**src/rtl/mem_rsp_pkg.sv**
```systemverilog
// Shared definitions for the toggle req/ack memory responder.
// State encoding and byte-strobe constants used by the responder and its helpers.
package mem_rsp_pkg;

    typedef enum logic [2:0] {
        IDLE    = 3'd0,
        WAIT    = 3'd1,
        ISSUE   = 3'd2,
        RDWAIT  = 3'd3,
        REFRESH = 3'd4
    } state_e;

    localparam logic [1:0] DS_LO   = 2'b01;
    localparam logic [1:0] DS_HI   = 2'b10;
    localparam logic [1:0] DS_BOTH = DS_HI | DS_LO;

endpackage

```
**src/rtl/mem_rsp_checker.sv**
```systemverilog
// Protocol checker for the responder: the initiator must not toggle mem_req
// while a request is being served.
module mem_rsp_checker (
    input logic clk,
    input logic reset,
    input logic busy_i,
    input logic mem_req_i
);

    a_req_stable_while_busy: assert property (
        @(posedge clk) disable iff (reset) busy_i |-> $stable(mem_req_i)
    );

endmodule

```
**src/rtl/mem_rsp_refresh_timer.sv**
```systemverilog
// Free-running refresh period counter with a sticky due flag.
// Only instantiated when MEM_RSP_REFRESH_EN is defined.
module mem_rsp_refresh_timer #(
    parameter int PERIOD = 780
) (
    input  logic clk,
    input  logic reset,
    input  logic clr_i,
    output logic due_o
);

    localparam int CW = (PERIOD > 1) ? $clog2(PERIOD) : 1;
    localparam logic [CW-1:0] LAST = CW'(PERIOD - 1);

    logic [CW-1:0] cnt_q;
    logic          due_q;

    // Count the period; raising due wins over a clear in the same cycle so no refresh is lost
    always_ff @(posedge clk or posedge reset) begin
        if (reset) begin
            cnt_q <= '0;
            due_q <= 1'b0;
        end else begin
            if (cnt_q == LAST) begin
                cnt_q <= '0;
                due_q <= 1'b1;
            end else begin
                cnt_q <= cnt_q + CW'(1);
                if (clr_i) begin
                    due_q <= 1'b0;
                end
            end
        end
    end

    assign due_o = due_q;

endmodule

```
**src/rtl/mem_toggle_responder.sv**
```systemverilog
// Responder end of the 16-bit toggle req/ack memory port.
// A request is pending while mem_req != mem_req_ack; it is executed on a
// synchronous single-port RAM and completed by toggling mem_req_ack.
// Optional feature macro: MEM_RSP_REFRESH_EN (periodic refresh stalls).
module mem_toggle_responder
    import mem_rsp_pkg::*;
#(
    parameter int AW             = 22,
    parameter int WAIT_CYCLES    = 2,
    parameter int RAM_RD_LAT     = 1,
    parameter int REFRESH_PERIOD = 780,
    parameter int REFRESH_CYCLES = 4
) (
    input  logic          clk,
    input  logic          reset,
    input  logic [AW:1]   mem_addr,
    input  logic          mem_req,
    input  logic [1:0]    mem_ds,
    input  logic [15:0]   mem_din,
    input  logic          mem_we,
    output logic          mem_req_ack,
    output logic [15:0]   mem_dout,
    output logic          ram_cs,
    output logic          ram_we,
    output logic [1:0]    ram_be,
    output logic [AW-1:0] ram_addr,
    output logic [15:0]   ram_wdata,
    input  logic [15:0]   ram_rdata
);

    if (WAIT_CYCLES < 0 || WAIT_CYCLES > 15 || RAM_RD_LAT < 1 || RAM_RD_LAT > 2 ||
        REFRESH_CYCLES < 1 || REFRESH_PERIOD <= REFRESH_CYCLES) begin : g_bad_cfg
        $error("mem_toggle_responder: unsupported parameter set");
    end

    localparam logic [3:0] WCNT_INIT  = 4'(WAIT_CYCLES - 1);
    localparam logic       RDCNT_INIT = 1'(RAM_RD_LAT - 1);

    state_e        state_q;
    logic [3:0]    wcnt_q;
    logic          rdcnt_q;
    logic          we_q;
    logic          mem_req_ack_q;
    logic [15:0]   mem_dout_q;
    logic          ram_cs_q;
    logic          ram_we_q;
    logic [1:0]    ram_be_q;
    logic [AW-1:0] ram_addr_q;
    logic [15:0]   ram_wdata_q;

    logic          pending_s;
    logic          accept_s;
    logic          busy_s;

`ifdef MEM_RSP_REFRESH_EN
    localparam int RCW = (REFRESH_CYCLES > 1) ? $clog2(REFRESH_CYCLES) : 1;
    localparam logic [RCW-1:0] RCNT_INIT = RCW'(REFRESH_CYCLES - 1);

    logic [RCW-1:0] rcnt_q;
    logic           refresh_due_s;
    logic           refresh_clr_s;

    mem_rsp_refresh_timer #(
        .PERIOD (REFRESH_PERIOD)
    ) u_refresh_timer (
        .clk   (clk),
        .reset (reset),
        .clr_i (refresh_clr_s),
        .due_o (refresh_due_s)
    );
`endif

    // Decide whether a pending request is taken this cycle; refresh has priority in IDLE,
    // and the last refresh cycle already counts as idle so a deferred request waits no longer
    always_comb begin
        pending_s = mem_req ^ mem_req_ack_q;
`ifdef MEM_RSP_REFRESH_EN
        refresh_clr_s = (state_q == IDLE) && refresh_due_s;
        if (state_q == IDLE) begin
            accept_s = pending_s && !refresh_due_s;
        end else if (state_q == REFRESH) begin
            accept_s = pending_s && (rcnt_q == '0);
        end else begin
            accept_s = 1'b0;
        end
`else
        if (state_q == IDLE) begin
            accept_s = pending_s;
        end else begin
            accept_s = 1'b0;
        end
`endif
    end

    assign busy_s = (state_q == WAIT) || (state_q == ISSUE) || (state_q == RDWAIT);

    // Request sequencer: latch, wait states, single-cycle RAM strobe, read capture and ack toggle
    always_ff @(posedge clk or posedge reset) begin
        if (reset) begin
            state_q       <= IDLE;
            wcnt_q        <= 4'd0;
            rdcnt_q       <= 1'b0;
            we_q          <= 1'b0;
            mem_req_ack_q <= 1'b0;
            mem_dout_q    <= 16'h0000;
            ram_cs_q      <= 1'b0;
            ram_we_q      <= 1'b0;
            ram_be_q      <= 2'b00;
            ram_addr_q    <= '0;
            ram_wdata_q   <= 16'h0000;
`ifdef MEM_RSP_REFRESH_EN
            rcnt_q        <= '0;
`endif
        end else begin
            ram_cs_q <= 1'b0;
            ram_we_q <= 1'b0;
            if (accept_s) begin
                we_q        <= mem_we;
                ram_addr_q  <= mem_addr;
                ram_wdata_q <= mem_din;
                ram_be_q    <= mem_we ? mem_ds : DS_BOTH;
                if (WAIT_CYCLES == 0) begin
                    state_q  <= ISSUE;
                    ram_cs_q <= 1'b1;
                    ram_we_q <= mem_we;
                end else begin
                    state_q <= WAIT;
                    wcnt_q  <= WCNT_INIT;
                end
            end else begin
                case (state_q)
                    IDLE: begin
`ifdef MEM_RSP_REFRESH_EN
                        if (refresh_due_s) begin
                            state_q <= REFRESH;
                            rcnt_q  <= RCNT_INIT;
                        end
`endif
                    end
                    WAIT: begin
                        if (wcnt_q == 4'd0) begin
                            state_q  <= ISSUE;
                            ram_cs_q <= 1'b1;
                            ram_we_q <= we_q;
                        end else begin
                            wcnt_q <= wcnt_q - 4'd1;
                        end
                    end
                    ISSUE: begin
                        if (we_q) begin
                            mem_req_ack_q <= ~mem_req_ack_q;
                            state_q       <= IDLE;
                        end else begin
                            rdcnt_q <= RDCNT_INIT;
                            state_q <= RDWAIT;
                        end
                    end
                    RDWAIT: begin
                        if (rdcnt_q == 1'b0) begin
                            mem_dout_q    <= ram_rdata;
                            mem_req_ack_q <= ~mem_req_ack_q;
                            state_q       <= IDLE;
                        end else begin
                            rdcnt_q <= 1'b0;
                        end
                    end
                    REFRESH: begin
`ifdef MEM_RSP_REFRESH_EN
                        if (rcnt_q == '0) begin
                            state_q <= IDLE;
                        end else begin
                            rcnt_q <= rcnt_q - RCW'(1);
                        end
`else
                        state_q <= IDLE;
`endif
                    end
                    default: begin
                        state_q <= IDLE;
                    end
                endcase
            end
        end
    end

    assign mem_req_ack = mem_req_ack_q;
    assign mem_dout    = mem_dout_q;
    assign ram_cs      = ram_cs_q;
    assign ram_we      = ram_we_q;
    assign ram_be      = ram_be_q;
    assign ram_addr    = ram_addr_q;
    assign ram_wdata   = ram_wdata_q;

    mem_rsp_checker u_checker (
        .clk       (clk),
        .reset     (reset),
        .busy_i    (busy_s),
        .mem_req_i (mem_req)
    );

endmodule

```
**config.mk**
```make
export PLATFORM = sky130hd
export DESIGN_NAME = mem_toggle_responder
export DESIGN_NICKNAME = d
export VERILOG_FILES = /design/src/rtl/mem_rsp_pkg.sv /design/src/rtl/mem_rsp_checker.sv /design/src/rtl/mem_rsp_refresh_timer.sv /design/src/rtl/mem_toggle_responder.sv
export SDC_FILE = /design/constraint.sdc
export NUM_CORES = 1
export LEC_CHECK = 0
export BUFFER_PORTS_ARGS = -buffer_cell sky130_fd_sc_hd__buf_4
export CORE_AREA = 3 3 111 113
export DETAILED_ROUTE_END_ITERATION = 12
export DIE_AREA = 0 0 114 116
export GPL_ROUTABILITY_DRIVEN = 0
export GPL_TIMING_DRIVEN = 0
export PLACE_DENSITY_LB_ADDON = 0.3
export SLEW_MARGIN = 40
export SYNTH_ARGS = -nofsm -noshare
export SYNTH_HDL_FRONTEND = slang
export SYNTH_SLANG_ARGS = --single-unit
```
**constraint.sdc**
```tcl
create_clock -name clk -period 5.5 [get_ports clk]
set_input_delay 0.55 -clock clk [delete_from_list [all_inputs] [get_ports clk]]
set_output_delay 0.55 -clock clk [all_outputs]
set_load 0.01 [all_outputs]
```
### Word-level counts from Yosys, hierarchy flattened

Cells that the tools add are included.

| storage, ports and cells | value |
|---|---|
| flip-flop bits (word level) | 68 |
| bits of input ports | 60 |
| output and inout port bits | 59 |
| logic and storage cells | 56 |

| cells by class | value |
|---|---|
| add/sub/neg operators | 1 |
| equal/unequal tests | 10 |
| multiplexer cells | 21 |
| bitwise logic cells | 4 |
| reductions and logical operators | 9 |

Operator list:

| operator | count |
|---|---|
| $mux W4 | 3 |
| $pmux W3 S4 | 1 |
| $mux W1 | 10 |
| $ne A2 B2 Y1 const B | 5 |
| $mux W3 | 3 |
| $reduce_and A3 Y1 | 3 |
| $eq A3 B2 Y1 const B | 2 |
| $logic_not A4 Y1 | 1 |
| $mux W2 | 2 |
| $pmux W1 S2 | 2 |
| $reduce_and A4 Y1 | 1 |
| $reduce_bool A2 Y1 | 2 |
| $sub A4 B1 Y4 const B | 1 |
| $eq A3 B1 Y1 const B | 1 |
| $logic_not A3 Y1 | 1 |
| $ne A3 B2 Y1 const B | 1 |
| $ne A3 B3 Y1 const B | 1 |
| $not A1 Y1 | 3 |
| $reduce_and A2 Y1 | 1 |
| $xor A1 B1 Y1 | 1 |

### Longest topological paths before layout

Gate-level depths: netlist of the first run.

| logic depth | value |
|---|---|
| depth after elaboration | 4 |
| gate-level depth with buffers | 7 |
| mapped depth without buffers | 5 |

### Least setup slack after synthesis of the first run

OpenSTA, ideal clock, no wires.

| timing | value |
|---|---|
| path kind | register to register |
| start point | reg state_q[0] |
| end point | reg ram_addr_q[21], in the netlist ram_addr[21] |
| library setup time | 127 ps |
| arrival time | 1577 ps |
| data required time | 5373 ps |
| path slack | 3796 ps |
| stages on the path, launching flop included | 8 |
| buffers on the path | 3 |
| period minus slack after synthesis | 1704 ps |
| path through | dfrtp_1 > inv_1 > ha_1 > clkbuf_1 > and2_4 > buf_12 > buf_8 > mux2_1 |

| between the ends | value |
|---|---|
| word-level cells in the longest chain between the ends | 2 |

RTL lines:

| what | RTL line | text |
|---|---|---|
| from (decl) | mem_toggle_responder.sv:39 | `state_e state_q;` |
| from (signal assigned) | mem_toggle_responder.sv:100 | `state_q <= IDLE;` |
| from (signal assigned) | mem_toggle_responder.sv:123 | `state_q <= ISSUE;` |
| from (signal assigned) | mem_toggle_responder.sv:127 | `state_q <= WAIT;` |
| $logic_not A3 Y1 | mem_toggle_responder.sv:87 | `if (state_q == IDLE) begin` |
| $mux W1 | mem_toggle_responder.sv:87 |  |
| to (signal assigned) | mem_toggle_responder.sv:119 | `ram_addr_q <= mem_addr;` |
| to (decl) | mem_toggle_responder.sv:48 | `logic [AW-1:0] ram_addr_q;` |

No other way between the ends.
A chain may end at the register's enable or synchronous reset.

### Worst setup path after layout of the first run

Same ends and word-level chain as after synthesis.

==> results of run 1 <==
==> sequential cells by signal, indices dropped and copies added, names as in the netlist <==
register / count
we_q: 1
wcnt_q: 4
ram_cs: 1
mem_req_ack: 1
ram_wdata: 16
ram_we: 1
mem_dout: 16
ram_be: 2
ram_addr: 22
state_q: 2
==> layout by cell type, fill, tap and decap left out, types with 3 or more instances in the layout <==
cell type	netlist	layout
clkbuf_8	0	3
ha_1	6	6
nand2_1	3	3
mux2_2	20	20
mux2_4	30	30
inv_1	8	7
a21oi_1	5	5
dfrtp_1	66	66
clkbuf_16	0	9
mux2_1	5	5
nor2b_1	3	3
buf_4	0	118
buf_12	4	5
==> final cells by class <==
cell class / count / area share
Buffer: 8 / 0.0257
Inverter: 8 / 0.00838
Clock buffer: 12 / 0.0638
Sequential cell: 66 / 0.395
Tap cell: 143 / 0.0428
Timing Repair Buffer: 119 / 0.217
Multi-Input combinational cell: 94 / 0.248
==> path summary, 6_finish.rpt <==
check | start | to | depth (start not counted)
worst max-delay path | state_q[0] | ram_addr[21] | 7
worst min-delay path | reset | mem_dout[14] | 2
worst max register to register | state_q[0] | ram_addr[21] | 7
worst min register to register | ram_wdata[2] | ram_wdata[2] | 1
max in group asynchronous | reset | ram_addr[7] | 3
min in group clk | mem_we | ram_be[1] | 2
==> Yosys cell counts, drive strengths merged (2+ instances only) <==
cell type   n
clkbuf      2
and2        2
ha          6
nor2        2
a21oi       5
nor2b       3
a31oi       2
mux2i       2
inv         8
dfrtp      66
nand2       3
o21ai       2
buf         6
mux2       55
xor2        2
==> per-layer routing <==
layer  vias up  part of all wire  track usage
li1        874                 -            -
met1       893              0.42        0.121
met2        68              0.49        0.151
met3        11             0.067       0.0287
met4         0             0.024       0.0641
met5         -                 0            0
==> stage by stage <==
stage,util,power (mW)
floorplan,-,1.61
global placement,0.341,2.09
detailed placement,0.343,2.12
CTS,0.366,2.66
global route,0.366,2.78
finish,0.366,2.61
==> power by group <==
part,leakage (nW),internal [mW],switching (mW)
clock network,0.132,0.331,0.187
logic,1.10,0.743,0.475
registers,0.780,0.733,0.137
==> cells by family after synthesis <==
group	after synthesis	share of synthesized area
AND/OR/NAND/NOR	15	0.0324
flip-flops	66	0.585
multiplexers	57	0.266
buffers and inverters	16	0.0487
XOR/XNOR	2	0.00886
AO/OA/AOI/OAI	14	0.0323
adder cells (fa/ha/maj)	6	0.0266
==> worst reg2reg max path, stage by stage, from the launching register on <==
cell and delay [ps]:
dfrtp_1 410, inv_1 100, ha_1 140, clkbuf_1 310, and2_4 230, buf_12 130, buf_8 140, mux2_1 320
==> summary.txt, run 1 <==
Yosys
  • Ys async rst share: 1.00
  • Syn Nets: 242
  • Synth unique cells: 31
  • Post-synth EDFFs: 0
  • Yosys reg bits: 66
  • Top post-synthesis cells by area: dfrtp_1, mux2_4, mux2_2
  • Register area share after synthesis: 0.585
  • YS warnings: 0
  • Post-synth top flop: dfrtp_1
  • Post-synth top area share: 0.585
  • Dominant cell type by area after synthesis: dfrtp_1
  • Syn Area/Cell: 16.0 µm²
  • Mapped Cells: roughly 180
  • Mapped Area: approximately 2800 µm²

Detailed routing
  • DRT iter0 DRCs: between 50 and 60
  • Vias: about 1,800
  • Final WL: 6330 µm
  • Vias/cell: 4.10
  • Wire per inst: 14.1 µm
  • Residual DRC count: 0
  • DRT Pass-1 Iters: 3
  • Antenna viol nets, final: 0

Global routing
  • Grt ovf: 0
  • Vias in the first global route: 1,925
  • Initial antenna violation count: 0
  • Global-route wire length before repair: 9840 µm
  • Largest net degree at the start of global routing: 35
  • Gr usage total: 0.0986

Worst setup path
  • CP max-delay cell: dfrtp_1
  • R2r setup slk: 3580 ps
  • Max incr delay on CP: 410 ps
  • Crit-path cells: inv_1 -> ha_1 -> clkbuf_1 -> and2_4 -> buf_12 -> buf_8 -> mux2_1
  • Setup CP Type: flip-flop to flip-flop
  • Crit path buf inv count: 4
  • CP endpoint kind: flip-flop
  • Arrival time at the worst endpoint: between 2000 and 2500 ps
  • Crit-path leading delay family: buffers and inverters
  • Critical Path Start Type: flip-flop
  • Critical path required time: 5700 ps
  • Critical-path maximum fanout: 10

Clock tree
  • Worst skew pair latency: between 300 and 400 ps
  • Cts repair resizes: 0
  • Clock Sinks: 66
  • Setup repair bufs after CTS: 0
  • CTS clk-pin slew, worst paths: 50 ps
  • CTS root buf: clkbuf_16
  • CTS tree: yes
  • Num CTS Buffers: 9
  • H-tree depth: 3
  • Clock Path Buffers: 2
  • Hold Buf Count CTS: 0

Final layout
  • Fin area: 4180 µm²
  • Non-Filler Instances: 450
  • Synth-to-layout area growth: 48.0%
  • Layout cells sized above 1: 0.619
  • # fillers: 1,139
  • Fin nets: around 370
  • Seq. cell area: approximately 1700 µm²
  • Area of the multi-input gates: between 1000 and 1500 µm²
  • # diodes: 0

Timing
  • Max Fclk: 520 MHz
  • Slew @ Worst Pin: 435 ps
  • Slew headroom: 0.710
  • RSZ-0062 raised after global routing: no
  • TNS Setup: 0 ps
  • Final hold slack: 193 ps
  • Tmin final: 1920 ps
  • Skew final: 5.42 ps
  • Endpoints failing setup: 0
  • Final WS setup: 3580 ps
  • Slew Viols, Final: 0
  • Final hold violation count: 0
  • Fin crit share: 0.350

Floorplanning
  • Rows: 39
  • Chip height: 116 µm
  • Core Region: 11,400 µm²
  • Die footprint: 13,200 µm²
  • Die width: ~110 µm
  • Initial Util: 0.247
  • Io pins: 119

Job
  • Max cap viols: 0

Power
  • Leakage: a little over 2 nW
  • Pwr dens: 623 nW/µm²
  • Peak VDD IR: 0.000241 V

Min path
  • Hold WC Path Type: input port to asynchronous set/reset pin

Placement
  • Dpl hpwl: 4580 µm
  • Dpl ws: 3560 ps
  • Buffers on Ports: 118
  • Cell count after placement: 438
  • DP Area: ~4000 µm²

Outcome
  • Outcome: completed
Power figures use the tool's default switching activity.
==> run 2, diff against run 1 <==
- ABC_AREA: not set -> 1
- CORE_AREA: 3 3 111 113 -> 3 3 108 110
- DIE_AREA: 0 0 114 116 -> 0 0 111 113
- clock period: 5.5 -> 1.75 ns (I/O delays scaled with it)
==> summary.txt, run 2 <==
Outcome
  • Outcome: completed

Placement
  • Dpl hpwl: 5180 µm (+13%)
  • Buffers on Ports: 118 (unchanged)

Clock tree
  • H-tree depth: 3 (unchanged)
  • CTS tree: yes
  • Clock Sinks: 66 (unchanged)
  • Num CTS Buffers: 9 (unchanged)
  • CTS root buf: clkbuf_8
  • Clock Path Buffers: 2 (unchanged)
  • CTS clk-pin slew, worst paths: 70 ps (+20 ps)
  • Worst skew pair latency: 330 ps (about the same)

Detailed routing
  • Residual DRC count: 0 (unchanged)
  • Final WL: 6850 µm (+8.2%)
  • Met2 Routed Length: 3290 µm (+6.5%)
  • DRT met1 WL: 2950 µm (+10%)
  • Antenna viol nets, final: 0 (unchanged)
  • Met3 wire length: 549 µm (+30%)
  • Wire per inst: 11.6 µm (-18%)
  • DRT Pass-1 Iters: 4 (+1)
  • Vias/cell: 4.09 (-0.34%)
  • Vias: 2,412 (+31%)
  • DRT iter0 DRCs: 121 (+120%)
  • Top Layer Used: met4

Worst setup path
  • Critical path required time: 2020 ps (-3680 ps)
  • Critical-path maximum fanout: 10 (unchanged)
  • Arrival time at the worst endpoint: 1750 ps (-380 ps)
  • Critical Path Start Type: flip-flop
  • Setup CP Type: flip-flop to flip-flop
  • CP endpoint kind: flip-flop

Yosys
  • Dominant cell type by area after synthesis: dfrtp_1
  • Post-Synth XOR/XNOR Area: 0.00325 (-0.00561)
  • Synth Area in Compound Gates: 0.0111 (-0.0212)
  • YS warnings: 0 (unchanged)
  • Synth unique cells: 18 (-42%)
  • Syn Area/Cell: 8.62 µm² (-46%)
  • Post-synth top flop: dfrtp_1
  • Yosys reg bits: 66 (unchanged)
  • Synth top cells by count: nand2_1, dfrtp_1, inv_1
  • Register area share after synthesis: 0.612 (+0.0274)
  • Top post-synthesis cells by area: dfrtp_1, nand2_1, ha_1
  • Syn Nets: 379 (+57%)
  • Mapped Area: 2700 µm² (-4.5%)
  • Mux cell area share after synthesis: 0 (-0.266)
  • Ys async rst share: 1.00 (unchanged)
  • Mapped Cells: 313 (+78%)
  • Post-synth EDFFs: 0 (unchanged)
  • Synth Area in Simple Gates: 0.301 (+0.269)
  • Count leader, synth: nand2_1
  • Main combinational cell family by area after synthesis: simple AND/OR/NAND/NOR gates
  • Post-synthesis adder-cell area fraction: 0.0278 (+0.00125)
  • Post-synth top area share: 0.612 (+0.0274)

Final layout
  • # diodes: 0 (unchanged)
  • Max FFs per register: 22 (unchanged)
  • Synth-to-layout area growth: 50.6%
  • Most frequent cells in the layout: nand2_1, buf_4, dfrtp_1
  • Fin nets: 512 (+38%)
  • Layout cells sized above 1: 0.338 (-0.281)
  • Most common cell after layout, fill and taps aside: nand2_1

Floorplanning
  • Die width: 111 µm (-2.6%)
  • Die footprint: 12,500 µm² (-5.1%)
  • Chip height: 113 µm (-2.6%)
  • Core Region: 10,800 µm² (-5.5%)
  • Io pins: 119 (unchanged)
  • Initial Util: 0.250 (+0.00263)
  • Rows: 38 (-2.6%)

Power
  • Peak VDD IR: 0.000720 V (+200%)
  • Leakage: 2.26 nW (+12%)
  • Tot Pwr: 7.64 mW (+190%)
  • Pwr dens: 1880 nW/µm² (+200%)

Global routing
  • Initial antenna violation count: 0 (unchanged)
  • Largest net degree at the start of global routing: 26 (-26%)
  • Global-route wire length before repair: 11,700 µm (+19%)
  • Gr usage total: 0.114 (+0.0151)
  • Vias in the first global route: 2,428 (+26%)
  • Grt ovf: 0 (unchanged)

Timing
  • Slew @ Worst Pin: 503 ps (+67.6 ps)
  • RSZ-0062 raised after global routing: no
  • TNS Setup: 0 ps (unchanged)
  • Slew headroom: 0.665 (-0.0451)
  • Fin crit share: 0.848 (+0.498)
  • Skew final: 9.53 ps (+4.12 ps)
  • Max Fclk: 674 MHz (+30%)
  • Tmin final: 1480 ps (-439 ps)
  • Slew Viols, Final: 0 (unchanged)
  • Final hold violation count: 0 (unchanged)
  • Endpoints failing setup: 0 (unchanged)

Min path
  • Hold WC Path Type: input port to flip-flop

Job
  • Max cap viols: 0 (unchanged)
-- run 2: cell types whose count changed in the layout (fill, tap and decap cells not counted), sizes merged, moves of 3 or more --
cell and delta:
nand2 +187, nor2b -3, buf +6, clkinv +3
a21oi -4, nand3 +8, inv +5, nor2 +5
mux2 -55, o21ai +3
-- run 2: final cells by class --
class	count	area, µm²
Sequential cell	66	1650
Timing Repair Buffer	122	971
Clock inverter	5	78.8
Fill cell	1161	6730
Buffer	12	66.3
Tap cell	140	175
Inverter	14	56.3
Multi-Input combinational cell	221	927
Clock buffer	10	138
-- run 2: power breakdown --
part	switching (mW)	total, mW	leakage, nW	internal (mW)
combinational	1.93	3.52	1.34	1.59
clock	0.560	1.39	0.112	0.831
sequential	0.440	2.73	0.805	2.29
total	2.93	7.64	2.26	4.71
-- run 2: path summary, 6_finish.rpt --
check	start	end	slack, ps	cells past startpoint
min in group asynchronous	reset	mem_dout[2]	350	3
min	mem_addr[3]	ram_addr[2]	30	3
max reg2reg	state_q[0]	ram_wdata[9]	270	6
min reg2reg	mem_dout[5]	mem_dout[5]	480	2
max	state_q[0]	ram_wdata[9]	270	6
max in group asynchronous	reset	ram_wdata[7]	860	5
-- run 2: repair_timing --
| item | CTS | global route |
|---|---|---|
| buffers inserted | 0 | 0 |
| hold buffers | 1 | 0 |
| hold endpoints to repair | 7 | 0 |
| gates resized for setup | 0 | 0 |
-- run 2: logic make-up after synthesis --
family | after synthesis
AOI/OAI and AO/OA | 6
xor gates and xnor gates | 1
and+or+nand+nor | 208
adders and majority gates | 6
DFF | 66
buffers and inverters | 26
-- run 2: worst max-delay path: stages, from the launching register on --
cell and delay (ps):
dfrtp_1 400, inv_1 80, ha_1 240, nand3_4 140, clkbuf_1 380, nand2_1 100
nand2_1 80
-- run 2: layer usage --
metal,global-route usage,up-vias
met4,0.0320,0
li1,-,1212
met3,0.0449,5
met2,0.185,76
met1,0.141,1119
met5,0,-
-- run 2: metrics by stage --
stage / hold slack, ps / instance area (µm²) / util / worst slack, ps / cells
after floorplan: 285 / 2700 / - / 457 / 313
after global placement: 371 / 3760 / 0.349 / 251 / 571
after detailed placement: 142 / 3840 / 0.356 / 208 / 574
after CTS: 11.2 / 4060 / 0.377 / 203 / 590
after global routing: 17.4 / 4060 / 0.377 / 68.3 / 590
final: 31.2 / 4060 / 0.377 / 266 / 590
